<file path="config.mk">
export PLATFORM = sky130hd
export DESIGN_NAME = des_round_sequencer
export DESIGN_NICKNAME = d
export VERILOG_FILES = /design/src/rtl/des_ctrl_pkg.sv /design/src/rtl/des_shift_sched.sv /design/src/rtl/des_round_sequencer.sv
export SDC_FILE = /design/constraint.sdc
export NUM_CORES = 1
export LEC_CHECK = 0
export CORE_MARGIN = 1.5
export CORE_UTILIZATION = 30
export CTS_BUF_LIST = sky130_fd_sc_hd__clkbuf_4 sky130_fd_sc_hd__clkbuf_8
export CTS_CLUSTER_DIAMETER = 120
export CTS_CLUSTER_SIZE = 12
export DETAILED_ROUTE_END_ITERATION = 12
export SLEW_MARGIN = 40
export SYNTH_ARGS = -nofsm -noshare
export SYNTH_HDL_FRONTEND = slang
export SYNTH_HIERARCHICAL = 1
export SYNTH_SLANG_ARGS = --single-unit
</file>
<file path="constraint.sdc">
create_clock -name i_clk -period 2.65 [get_ports i_clk]
set_input_delay 0.265 -clock i_clk [delete_from_list [all_inputs] [get_ports i_clk]]
set_output_delay 0.265 -clock i_clk [all_outputs]
set_load 0.01 [all_outputs]
</file>
<file path="src/rtl/des_ctrl_pkg.sv">
// rtl/des_ctrl_pkg.sv - shared constants for the iterative DES round controller
package des_ctrl_pkg;

  typedef logic [2:0] ctrl_state_t;

  localparam int DES_ROUNDS = 16;

  localparam logic MODE_ENC = 1'b0;
  localparam logic MODE_DEC = 1'b1;

  localparam ctrl_state_t ST_IDLE  = 3'd0;
  localparam ctrl_state_t ST_LOAD  = 3'd1;
  localparam ctrl_state_t ST_ROUND = 3'd2;
  localparam ctrl_state_t ST_FINAL = 3'd3;
  localparam ctrl_state_t ST_DONE  = 3'd4;

endpackage

</file>
<file path="src/rtl/des_shift_sched.sv">
// rtl/des_shift_sched.sv - per-round C/D rotate amount for encrypt and decrypt
module des_shift_sched #(
  parameter int IDX_W = 4
) (
  input  logic [IDX_W-1:0] i_round_idx,
  input  logic             i_decrypt,
  output logic [1:0]       o_shift_amt
);

  logic w_single;

  assign w_single = (i_round_idx == IDX_W'(0)) || (i_round_idx == IDX_W'(1)) ||
                    (i_round_idx == IDX_W'(8)) || (i_round_idx == IDX_W'(15));

  // Decrypt starts from the unrotated PC1 value, so its first round does not rotate.
  always_comb begin
    o_shift_amt = 2'd2;
    if (i_decrypt && (i_round_idx == IDX_W'(0))) begin
      o_shift_amt = 2'd0;
    end else if (w_single) begin
      o_shift_amt = 2'd1;
    end
  end

endmodule

</file>
<file path="src/rtl/des_round_sequencer.sv">
// rtl/des_round_sequencer.sv - load/16-round/final sequencer for a single-round DES datapath
module des_round_sequencer
  import des_ctrl_pkg::*;
#(
  parameter int ROUNDS = DES_ROUNDS,
  parameter int IDX_W  = 4
) (
  input  logic             i_clk,
  input  logic             i_rst_n,
  input  logic             i_start,
  input  logic             i_mode_decrypt,
  input  logic             i_abort,
  input  logic             i_step_mode,
  input  logic             i_step,
  input  logic             i_result_ack,
  output logic             o_busy,
  output logic             o_done,
  output logic             o_dp_load,
  output logic             o_dp_round_en,
  output logic             o_dp_final,
  output logic [1:0]       o_ks_shift_amt,
  output logic             o_ks_shift_right,
  output logic [IDX_W-1:0] o_round_idx
);

  ctrl_state_t      r_state;
  logic [IDX_W-1:0] r_round;
  logic             r_mode;

  logic             w_advance;
  logic             w_in_round;
  logic             w_last;
  logic [1:0]       w_sched_amt;

  assign w_advance  = i_step_mode ? i_step : 1'b1;
  assign w_in_round = (r_state == ST_ROUND);
  assign w_last     = (r_round == IDX_W'(ROUNDS - 1));

  always_ff @(posedge i_clk or negedge i_rst_n) begin
    if (!i_rst_n) begin
      r_state <= ST_IDLE;
      r_round <= '0;
      r_mode  <= MODE_ENC;
    end else if (i_abort) begin
      r_state <= ST_IDLE;
      r_round <= '0;
      r_mode  <= MODE_ENC;
    end else begin
      case (r_state)
        ST_IDLE: begin
          if (i_start) begin
            r_state <= ST_LOAD;
            r_mode  <= i_mode_decrypt;
            r_round <= '0;
          end
        end
        ST_LOAD: begin
          r_state <= ST_ROUND;
          r_round <= '0;
        end
        ST_ROUND: begin
          if (w_advance) begin
            if (w_last) begin
              r_state <= ST_FINAL;
              r_round <= '0;
            end else begin
              r_round <= r_round + IDX_W'(1);
            end
          end
        end
        ST_FINAL: begin
          r_state <= ST_DONE;
        end
        ST_DONE: begin
          // Mode clears here so ks_shift_right reads 0 whenever the controller is idle.
          if (i_result_ack) begin
            r_state <= ST_IDLE;
            r_mode  <= MODE_ENC;
          end
        end
        default: begin
          r_state <= ST_IDLE;
          r_round <= '0;
          r_mode  <= MODE_ENC;
        end
      endcase
    end
  end

  des_shift_sched #(
    .IDX_W(IDX_W)
  ) u_shift_sched (
    .i_round_idx(r_round),
    .i_decrypt  (r_mode),
    .o_shift_amt(w_sched_amt)
  );

  assign o_busy           = (r_state == ST_LOAD) || w_in_round || (r_state == ST_FINAL);
  assign o_done           = (r_state == ST_DONE);
  assign o_dp_load        = (r_state == ST_LOAD);
  assign o_dp_final       = (r_state == ST_FINAL);
  assign o_dp_round_en    = w_in_round && w_advance;
  assign o_ks_shift_amt   = o_dp_round_en ? w_sched_amt : 2'd0;
  assign o_ks_shift_right = r_mode;
  assign o_round_idx      = w_in_round ? r_round : '0;

endmodule

</file>
# Yosys cells after proc, flatten, opt, wreduce, memory -nomap -nowiden

Index checks and enable logic that the tools add are counted.

Add/sub/neg operators: 1
Equal/unequal tests: 13
Multiplexer cells: 20
Reduce and logical (&&, ||, !) cells: 14

Operator list:

| operator                                                        | count |
|---|---|
| 4-bit 2-to-1 mux                                                | 5 |
| 3-bit 2-to-1 mux                                                | 5 |
| 3-bit one-hot mux with 5 select lines                           | 1 |
| 4-bit one-hot mux with 3 select lines                           | 1 |
| 3-bit != test, second input constant                            | 3 |
| 4-bit == test, second input constant                            | 2 |
| 3-bit by 2-bit == test with 1-bit output, second input constant | 2 |
| 2-bit 2-to-1 mux                                                | 3 |
| 3-bit AND reduction                                             | 2 |
| 1-bit logical OR                                                | 5 |
| 4-bit by 1-bit adder with 4-bit output, second input constant   | 1 |
| 4-bit by 1-bit == test with 1-bit output, second input constant | 1 |
| 4-bit zero test                                                 | 1 |
| 1-bit 2-to-1 mux                                                | 4 |
| 2-bit by 1-bit != test with 1-bit output, second input constant | 2 |
| 4-bit AND reduction                                             | 1 |
| 3-bit by 1-bit == test with 1-bit output, second input constant | 1 |
| 3-bit == test, second input constant                            | 1 |
| 3-bit zero test                                                 | 1 |
| 3-bit by 2-bit != test with 1-bit output, second input constant | 1 |
| 1-bit one-hot mux with 3 select lines                           | 1 |
| 3-bit OR reduction                                              | 1 |
| 1-bit logical AND                                               | 2 |
| 2-bit OR reduction                                              | 1 |

Flip-flop bits (word level): 8
Input bits: 8
Output and inout bits: 12
Logic and storage cells: 51

# Depth between registers and ports, before layout

Gate-level depths: netlist of run 1.

Depth after elaboration: 7
Mapped depth: 6
Gate-level depth less buffers: 5

# Cells and area by module

Netlist of run 1, hierarchy kept.

Modules (own cells, without submodules):

| module              | instances | cells each | area each (sq um) | seq. area each (sq um) |
|---|---|---|---|---|
| des_round_sequencer | 1         | 68         | 626.9             | 200.2 |
| des_shift_sched     | 1         | 7          | 53.8              | 0.0 |

# Worst setup path before layout of run 1

No wires, ideal clock.

Path kind: reg2out
Start: reg r_round[1]
End: out o_ks_shift_amt[0]
Data arrival time: 1.062 ns
Path slack: 1.323 ns
Stages on the path, launching flop included: 5
Buffers on the path: 0
Path through: dfrtp_1 > nor4b_2 > a21oi_1 > o41ai_1 > and3_2

Longest elaborated chain between the ends: 7
Elaborated cells on any way between the ends: 11
Classes of those cells: 3 x eq/ne; 3 x mux; 5 x reduce/logical

Ends and longest elaborated chain:

| item                                                                        | line                                         | source |
|---|---|---|
| start, declared                                                             | des_round_sequencer.sv:27                    | `logic [IDX_W-1:0] r_round;` |
| start signal, assigned                                                      | des_round_sequencer.sv:67                    | `r_round <= r_round + IDX_W'(1);` |
| 4-bit by 1-bit == test with 1-bit output or 4-bit zero test (tied branches) | des_shift_sched.sv:12, des_shift_sched.sv:18 |  |
| 1-bit logical OR (2 in series)                                              | des_shift_sched.sv:12                        | `assign w_single = (i_round_idx == IDX_W'(0)) \|\| (i_round_idx == IDX_W'(1)) \|\|` |
| 1-bit logical OR                                                            | des_shift_sched.sv:13                        | `(i_round_idx == IDX_W'(8)) \|\| (i_round_idx == IDX_W'(15));` |
| 2-bit 2-to-1 mux                                                            | des_shift_sched.sv:20                        | `end else if (w_single) begin` |
| 2-bit 2-to-1 mux *                                                          | des_shift_sched.sv:18                        | `if (i_decrypt && (i_round_idx == IDX_W'(0))) begin` |
| net w_sched_amt[0]                                                          | des_round_sequencer.sv:33                    | `logic [1:0] w_sched_amt;` |
| 2-bit 2-to-1 mux *                                                          | des_round_sequencer.sv:103                   | `assign o_ks_shift_amt = o_dp_round_en ? w_sched_amt : 2'd0;` |
| end, declared                                                               | des_round_sequencer.sv:21                    | `output logic [1:0] o_ks_shift_amt,` |

Mark *: on every way through the listed nets, which the timed path passes. The rest lies on a longest branch.

# Worst setup path after layout of run 1

Start: reg r_state[1]
End: out o_dp_round_en

Longest elaborated chain between the ends: 2

Ends and longest elaborated chain:

| item                                     | line                       | source |
|---|---|---|
| start, declared                          | des_round_sequencer.sv:26  | `ctrl_state_t r_state;` |
| start signal, assigned                   | des_round_sequencer.sv:41  | `r_state <= ST_IDLE;` |
| start signal, assigned                   | des_round_sequencer.sv:45  | `r_state <= ST_IDLE;` |
| start signal, assigned                   | des_round_sequencer.sv:52  | `r_state <= ST_LOAD;` |
| 3-bit by 2-bit == test with 1-bit output | des_round_sequencer.sv:36  | `assign w_in_round = (r_state == ST_ROUND);` |
| 1-bit logical AND                        | des_round_sequencer.sv:102 | `assign o_dp_round_en = w_in_round && w_advance;` |
| end, declared                            | des_round_sequencer.sv:19  | `output logic o_dp_round_en,` |

No other way between the ends.

==> results of run 1 <==
[cell families after synthesis]
group / Yosys count / share of synthesized area (%)
and+or+nand+nor: 35 / 35.1
AOI/OAI and AO/OA: 20 / 21.9
buffers and inverters: 10 / 10.5
DFF: 8 / 29.4
xor gates and xnor gates: 1 / 1.29
adders and majority gates: 1 / 1.84
[sequential cells by signal, summed over array words and instances (netlist names)]
| signal | flops |
|---|---|
| o_ks_shift_right | 1 |
| r_round | 4 |
| r_state | 3 |
[power by group through the flow]
stage | clock (mW) | combinational (mW) | sequential, mW
after CTS | 0.0955 | 0.0889 | 0.142
after global routing | 0.102 | 0.0965 | 0.143
after detailed placement | 0 | 0.0881 | 0.144
after floorplan | 0 | 0.0659 | 0.136
after global placement | 0 | 0.0880 | 0.143
final | 0.0916 | 0.0876 | 0.142
[Yosys cell counts (2+ instances only)]
cell type  number  area [sq um]
buf_6           4          45.0
and2_2          4          30.0
dfrtp_1         8           200
a31oi_1         2          12.5
and3_2          2          15.0
nand2_1         4          15.0
nor3_1          5          25.0
nor2_1          4          15.0
a21oi_1         7          35.0
and3_1          3          18.8
inv_1           4          15.0
nand3_1         2          10.0
[worst register-to-register path, delay by kind of cell, from the launching register on]
kind	cells	cell delay, ns
and+or+nand+nor	2	0.63
AOI/OAI and AO/OA	2	0.18
DFF	1	0.53
[metrics by stage]
stage / cell area, sq um / instances / setup slack, ns
floorplan: 681 / 75 / 1.32
global placement: 853 / 117 / 0.645
detailed placement: 853 / 117 / 0.626
CTS: 876 / 120 / 0.392
global route: 876 / 120 / 0.280
finish: 876 / 120 / 0.396
[worst paths after layout]
| path | from | end | slack [ns] | depth (start not counted) |
|---|---|---|---|---|
| setup / recovery | r_state[1] | o_dp_round_en | 0.40 | 3 |
| hold / removal | i_rst_n | r_round[2] | 0.29 | 1 |
| setup reg to reg | r_state[1] | r_round[3] | 1.21 | 4 |
| hold reg to reg | o_ks_shift_right | o_ks_shift_right | 0.55 | 1 |
| max in group asynchronous | i_rst_n | o_ks_shift_right | 2.09 | 1 |
| min in group i_clk | o_ks_shift_right | o_ks_shift_right | 0.55 | 1 |
[final cells by class]
cell class | count | area share, %
clock buffers | 3 | 2.57
inverters | 5 | 2.14
multi-input cells | 57 | 46.7
flip-flops and latches | 8 | 22.9
well taps | 28 | 4.00
repair buffers | 19 | 21.7
[metal layers]
layer / track usage, % / part of all wire, % / up-vias / wire, microns
li1: - / - / 305 / -
met1: 17.2 / 51 / 257 / 711
met2: 17.8 / 43 / 19 / 601
met3: 2.08 / 4.4 / 4 / 62
met4: 8.11 / 1.7 / 0 / 24
met5: 0 / 0 / - / 0
==> impl.org, run 1 <==
** Status
- The flow ran to the end, and the final reports show no timing, DRC or antenna violations.

** Die
- In this run the core area contains 17 standard-cell rows.
- In this run the count of I/O pins placed on the die edge is 20.
- Die footprint :: 0.00256 sq mm
- The total area inside the core boundary comes to 0.00217 sq mm.
- The die is 50.6 microns wide.
- Initial standard-cell utilization of the core :: 31.4%
- Measured along the y axis, the die boundary spans 50.6 microns.

** Routing
- Detailed-route via count :: 585
- The final layout contains routed wiring with a total length of 1400 microns.
- In the routed layout, each cell is associated on average with a via count of 4.88.
- Number of detailed-route iterations in the first pass :: 2
- For this run, design rule violations remaining after detail routing come to 0.
- Mean routed wirelength per cell :: 11.7 microns
- Final antenna-violating net count :: 0
- After the first detailed-routing iteration, the DRC count stood at 1.

** Pwr
- Sequential Power Share :: 44.2%
- Per report_power, the clock group accounts for 28.5% of the total.
- Static Leakage :: 0.389 nW
- Internal power :: 0.229 mW
- Sw Ratio :: 28.6%
- Gate power share :: 27.3%
- For this design the ratio of total power to cell area is 366 mW/mm^2.
- Net switching power of the design :: 0.0919 mW
- Across the VDD grid, the largest voltage drop is 0.000255 V.
- Power comes to 0.321 mW.

** Clock network
- Quantity of hold-fixing buffers added after cts :: 0
- Clock tree synthesis selected as its root buffer the cell clkbuf_4.
- Setup repair bufs after CTS :: 0
- Longest Clk Path Bufs :: 2
- In this run, post-CTS repair resized a total of 0 instances.
- Clock-pin slew was measured on the worst setup and hold paths at 0.05 ns.
- In this run the number of H-tree levels came out at 1.
- Insertion delay of the later-clocked pin in the worst-skew pair :: 0.25 ns
- CTS Buf Count :: 3
- Clock sink count :: 8
- Clock tree from TritonCTS :: built

** STA
- Setup repair after global routing left no endpoint under its margin.
- Final setup viols :: 0
- Highest clock rate :: 444 MHz
- The final hold violation count was 0.
- Max Transition Viols Final :: 0
- Final critical delay including setup and external delays :: 2.25 ns
- The clock arrives with 0.00528 ns of skew.
- Slew of the pin with the lowest slew margin :: 0.403 ns
- Worst relative slew slack :: 73.1%
- Setup total negative slack :: 0 ns
- Period utilization :: 85.1%
- Hold is met by 0.293 ns.

** Hold path
- Hold crit path type :: in2async

** Global route
- The number of global-route vias before repair came to 539.
- The first global-routing pass estimated 2340 microns of wire.
- Residual overflow from global routing :: 0
- The number of antenna violations at the first check in global routing came to 0.
- Entering global routing, the biggest net connects 12 pins.
- All-Layer GR Usage :: 12.5%

** Layout
- Synth-to-Final Area Change :: 28.7%
- Summing all multi-input logic gate instances after layout gives 409 sq um.
- Cells with a size suffix above 1 make up 20.7% of the layout.
- The final layout contains 103 nets.
- Sequential cell area :: 200 sq um
- At the end of the flow the core is filled with cells to 40.4%.
- The library cell used most frequently in the layout, excluding fill and tap cells, is clkdlybuf4s50_1.
- Filler cell count :: 242
- Number of inserted diodes :: 0
- Highest-count cells in the layout ignoring fill and taps :: clkdlybuf4s50_1 (19), dfrtp_1 (8), a21oi_1 (7), nor3_1 (5)

** Synth
- Yosys printed 6 warnings.
- Counting flops with an async set or reset pin after synthesis yields a share of 100%.
- Total nets after synthesis :: 84
- Synthesized netlist cell count :: 75
- In this run, synthesis produced a sequential element count of 8.
- Counting flops with a built-in enable in the synthesized netlist gives 0.
- Of the synthesized area, sequential elements account for 29.4%.
- In this run the cell area of the synthesized design comes to 681 sq um.
- Average cell area after synthesis :: 9.08 sq um
- In this run, distinct cell masters in the synthesized netlist total 38.
- Ys flop type :: dfrtp_1

** Critical path
- Critical Path Slowest Stage Cell :: clkdlybuf4s50_1
- At the worst endpoint, the required time is 2.38 ns.
- Among cell families on the critical path, the largest total delay comes from simple AND/OR/NAND/NOR gates.
- Worst path buffer plus inverter count :: 1
- STA classifies the critical path startpoint as a register.
- The critical path goes through nor3b_4, and2_1, clkdlybuf4s50_1.
- Of all nets on the critical path, the largest fanout is 9.
- By startpoint and endpoint, the worst setup path is classified as reg2out.
- In this design, the stage delay of the slowest critical-path cell is 0.58 ns.
- STA puts the critical path data arrival time at 1.99 ns.
- The worst setup path is captured at a primary output.

** Run
- The tool flagged a number of max-cap violations equal to 0.

** Place
- Routability Congestion :: 0.802
- Half-perimeter wire length after detailed placement :: 1050 microns
- The count of buffers added on input and output ports is 19.
No activity file was read; power rests on OpenSTA's default activity.
==> run 2, diff against run 1 <==
Settings changed: CORE_UTILIZATION 30 to 42, PLACE_DENSITY from default to 0.72.
==> run 2 against run 1 <==
Compared with the run above: die area decreased by 27%; flip-flop and latch count unchanged; critical path type unchanged; first-iteration DRC count increased to 4.0 times the previous value; combinational power decreased by 1%; maximum frequency decreased by 0.35%; clock power increased by 0.8%; clock skew decreased by 0.0045 ns; sequential power about the same.
==> impl.org, run 2 (synthesized netlist as in run 1, its figures left out) <==
** Clock network
- CTS saw 8 sinks.
- Buffers inserted to repair hold after CTS numbered 0.
- Clock transition at the register clock pins on the worst setup and hold paths after CTS :: 0.05 ns
- Setup repair bufs after CTS :: 0
- CTS Buf Count :: 3
- Insertion delay of the later-clocked pin in the worst-skew pair :: 0.25 ns
- The number of gates resized after CTS was 0.
- Clock tree from TritonCTS :: built
- In this run the number of H-tree levels came out at 1.
- The tree is rooted in a clkbuf_4.
- The longest clock path from root to sink contains 2 buffers.

** Critical path
- Critical path peak fanout :: 9
- Worst path buffer plus inverter count :: 1
- Kind of cell adding the most delay to the critical path :: simple AND/OR/NAND/NOR gates
- Crit path arrival time :: 2.00 ns
- The worst setup path is of the reg2out kind.
- Delay contributed by the slowest stage of the critical path :: 0.58 ns
- Across all register-to-register paths, the minimum setup slack is 1.21 ns.
- Critical path endpoint category :: primary output
- Required time worst endpoint :: 2.38 ns
- Element type at the critical path start :: register
- Among all stages on the critical path, the largest delay is contributed by clkdlybuf4s50_1.
- The critical path goes through nor3b_4, and2_1, clkdlybuf4s50_1.

** Die
- Area of the core :: 0.00151 sq mm
- Die Ht :: 43.3 microns
- Number of placed I/O pins :: 20
- The die is 43.3 microns wide.
- The die covers 0.00187 sq mm.
- The floorplan has 14 rows.
- Initial standard-cell utilization of the core :: 45.2%

** Pwr
- Static Leakage :: 0.389 nW
- Dividing total power by cell area gives a power density of 373 mW/mm^2.
- Maximum resistive drop on vdd :: 0.000255 V
- Summing internal, switching and leakage power gives 0.321 mW.

** Layout
- Share of cells above drive strength 1 :: 20.7%
- More flip-flops sit in one register than any other, and that register is r_round.
- Final Util :: 57.1%
- Highest-count cells in the layout ignoring fill and taps :: clkdlybuf4s50_1 (19), dfrtp_1 (8), a21oi_1 (7), nor3_1 (5)
- The register with the most flip-flops in the layout has 4 of them.
- From synthesis to final layout, the design area changed by 26.5%.
- The filler cells instantiated in the layout total 141.
- Most frequent standard cell in the layout excluding fill and tap cells :: clkdlybuf4s50_1
- For this run, the post-layout net count is 103.
- In the final layout, flip-flops and latches occupy 200 sq um.
- Summing all multi-input logic gate instances after layout gives 409 sq um.
- 0 antenna diodes ended up in the layout.

** STA
- Final setup viols :: 0
- The final number of max-transition violations was 0.
- Setup repair after global routing left no endpoint under its margin.
- Summed over all failing endpoints, the final setup total negative slack is 0 ns.
- Endpoints failing hold :: 0
- In this run the tightest slew margin relative to its limit is 72.6%.
- Period utilization :: 85.4%
- On the final layout, the worst clock skew is 0.000823 ns.
- Slew of the pin with the lowest slew margin :: 0.411 ns
- Counting I/O delays and the setup requirement, the final critical path takes 2.26 ns.
- Highest clock rate :: 442 MHz

** Place
- Input and output buffers added on the ports amount to 19.
- Once detailed placement completed, the half-perimeter wirelength came to 1030 microns.
- The congestion estimate from routability-driven global placement came to 0.750.

** Global route
- Entering global routing, the biggest net connects 12 pins.
- Residual overflow from global routing :: 0
- The number of global-route vias before repair came to 540.
- The first global-routing pass estimated 2230 microns of wire.
- Number of antenna violations at the first check in global routing :: 0
- All-Layer GR Usage :: 15.7%

** Run
- Max-cap violations in this run came to 0.

** Routing
- The routed design has 1370 microns of wire.
- The detail route stage leaves a number of antenna-violating nets equal to 0.
- The first detailed-routing pass ran for 4 iterations.
- Detailed-route via count :: 615
- Dividing the detail-routed wire length by the instance count gives 12.7 microns.
- Number of design-rule violations left by the first detailed-router iteration :: 4
- Via count normalized by instance count :: 5.69
- In the routed design, unresolved DRC markers number 0.

** Hold path
- Hold crit path type :: in2async

** Status
- The flow ran to the end, and the final reports show no timing, DRC or antenna violations.
-- run 2: metrics by stage --
| stage | std cells | worst slack, ns | hold WS (ns) | cell area (sq um) |
|---|---|---|---|---|
| global placement | 105 | 0.647 | 0.538 | 838 |
| floorplan | 75 | 1.32 | -0.0306 | 681 |
| finish | 108 | 0.388 | 0.293 | 861 |
| global route | 108 | 0.303 | 0.313 | 861 |
| detailed placement | 105 | 0.647 | 0.539 | 838 |
| CTS | 108 | 0.371 | 0.301 | 861 |
-- run 2: worst paths after layout --
check | start | to | cells after the start
min | i_rst_n | r_round[0] | 1
max | r_state[1] | o_dp_round_en | 3
max in group asynchronous | i_rst_n | r_state[2] | 1
max reg2reg | r_state[1] | r_round[3] | 4
min reg2reg | o_ks_shift_right | o_ks_shift_right | 1
min in group i_clk | o_ks_shift_right | o_ks_shift_right | 1
-- run 2: report_power, final --
group / internal, mW / switching, mW
sequential: 0.128 / 0.0137
combinational: 0.0489 / 0.0377
clock: 0.0518 / 0.0405
total: 0.229 / 0.0919
-- run 2: metal layers --
layer	global-route usage, %	wire length, microns
met5	0	0
met1	19.7	619
met4	9.09	31
met3	1.28	73
met2	26.0	642
-- run 2: layout make-up --
type                    instances  share of cell area, %
clock buffers                   3                   2.62
flip-flops and latches          8                   23.3
multi-input cells              57                   47.5
repair buffers                 19                   22.1
well taps                      16                   2.33
inverters                       5                   2.18
==> run 3, diff against run 2 <==
Settings changed: CORE_MARGIN 1.5 to default.
==> run 3 against run 2 <==
Compared with the run above: final area stayed put; worst hold slack better by 0.013 ns; maximum frequency increased by 0.81%; clock skew barely moved; total power rose by 0.16%; clock power fell by 0.4%; final cell count unchanged; critical path type unchanged.
==> impl.org, run 3 (synthesized netlist as in run 1, its figures left out) <==
** Status
- Outcome :: finished, final reports clean

** Clock network
- TritonCTS built the clock tree.
- Clock transition at the register clock pins on the worst setup and hold paths after CTS :: 0.05 ns
- Number of gates resized after cts :: 0
- Quantity of hold-fixing buffers added after cts :: 0
- In this run the number of H-tree levels came out at 1.
- CTS root buf :: clkbuf_4
- CTS Buf Count :: 3
- Setup repair bufs after CTS :: 0
- No sink is reached through more buffers than the 2 on the longest clock path.
- Clock sink count :: 8
- Insertion delay of the later-clocked pin in the worst-skew pair :: 0.25 ns

** Layout
- The finished layout holds 108 standard cells, fillers aside.
- Register bank with the most flops :: r_round
- The register with the most flip-flops in the layout has 4 of them.
- In the layout the commonest cells are clkdlybuf4s50_1 (19), dfrtp_1 (8), a21oi_1 (7), nor3_1 (5).
- Filler cell count :: 134
- Once layout is complete, the utilization of the core stands at 57.1%.
- Most frequent standard cell in the layout excluding fill and tap cells :: clkdlybuf4s50_1
- Area of the multi-input gates :: 409 sq um
- After routing the design area is 861 sq um.
- The number of antenna diodes in the final layout is 0.
- At the end of the flow, the number of nets in the layout was 103.
- Sequential cell area :: 200 sq um
- Share of cells above drive strength 1 :: 20.7%
- Relative to the synthesized area, the layout overhead comes to 26.5%.

** STA
- Endpoints failing hold :: 0
- Final critical-path setup slack :: 0.406 ns
- Setup total negative slack :: 0 ns
- Timing would allow up to 446 MHz.
- For the pin with the worst max-slew slack, the measured transition is 0.411 ns.
- The worst path in the final design needs a cycle of 2.24 ns, including I/O delays and setup.
- Setup violations remaining at the end of the flow were counted as 0.
- Setup repair after global routing missed its margin :: false
- Clock skew :: 0.000654 ns
- The tightest hold path in the finished design has a slack of 0.306 ns.
- The worst path uses 84.7% of the clock period.
- In this run the tightest slew margin relative to its limit is 72.6%.
- The final number of max-transition violations came to 0.

** Critical path
- The critical path is of the reg2out type.
- Critical path endpoint category :: primary output
- STA classifies the critical path startpoint as a register.
- Critical path peak fanout :: 9
- Measured in cells, the most critical reg-to-reg path has a length of 4.
- Data arrives at the worst endpoint at 1.98 ns.
- For the worst setup path, the data required time is 2.38 ns.

** Pwr
- For this design the static power due to leakage is 0.389 nW.
- Maximum resistive drop on vdd :: 0.000189 V
- Power spread over the standard cell area amounts to 373 mW/mm^2.
- Total power for the finished layout comes to 0.321 mW.

** Routing
- The detail route stage leaves a number of antenna-violating nets equal to 0.
- Dividing the detail-routed wire length by the instance count gives 12.4 microns.
- Overall routed net length :: 1340 microns
- Via count normalized by instance count :: 5.72
- The first routing iteration left 15 violations.
- Detailed routing inserted a total of 618 vias.
- Count of unresolved DRC violations after routing :: 0
- The first TritonRoute pass finished after 4 iterations.

** Place
- Minimum setup slack after placement :: 0.635 ns
- Summing all placed instances gives a cell area of 838 sq um.
- Cell total after placement :: 105
- Input and output buffers added on the ports amount to 19.
- Routability Congestion :: 0.759
- Detailed placement finished with a half-perimeter wire length of 984 microns.

** Global route
- Residual overflow from global routing :: 0
- Global routing consumed, over all layers together, 16.4% of the routing resources.
- Entering global routing, the biggest net connects 12 pins.
- The number of antenna violations at the first check in global routing is 0.
- Via count of the first global-routing pass :: 510
- Wire length of the first global-routing pass :: 2230 microns

** Die
- Initial standard-cell utilization of the core :: 45.2%
- Die Ht :: 42.3 microns
- For this design the top-level I/O count stands at 20.
- The die covers 0.00179 sq mm.
- Area of the core :: 0.00151 sq mm
- Die Span X :: 42.3 microns
- Row cnt :: 14

** Hold path
- Hold crit path type :: in2async

** Run
- Total of max-cap violations :: 0
[run 3: area by class of cell]
type                            count  area share [%]
Clock buffer                        3            2.62
Multi-Input combinational cell     57            47.5
Tap cell                           16            2.33
Inverter                            5            2.18
Timing Repair Buffer               19            22.1
Sequential cell                     8            23.3
[run 3: where the power goes]
part	switching, mW	internal (mW)	leakage (nW)
clock network	0.0401	0.0517	0.0138
registers	0.0141	0.128	0.109
logic	0.0383	0.0490	0.266
[run 3: worst max-delay path, stage by stage (launching register included)]
cell	delay, ns
dfrtp_1	0.54
nor3b_4	0.33
and2_1	0.28
clkdlybuf4s50_1	0.57
[run 3: per-layer routing]
metal | GRT usage, % | vias to the layer above | routed length, microns
met5 | 0 | - | 0
met4 | 9.38 | 0 | 19
met3 | 2.59 | 2 | 54
met2 | 24.9 | 21 | 607
met1 | 21.9 | 286 | 661
li1 | - | 309 | -
[run 3: worst paths after layout]
kind,start,end,slack (ns)
worst max-delay path,r_state[1],o_dp_round_en,0.41
worst min-delay path,i_rst_n,r_round[3],0.31
worst max register to register,r_state[1],r_round[3],1.23
worst min register to register,o_ks_shift_right,o_ks_shift_right,0.54
max in group asynchronous,i_rst_n,r_state[1],2.06
min in group i_clk,o_ks_shift_right,o_ks_shift_right,0.54
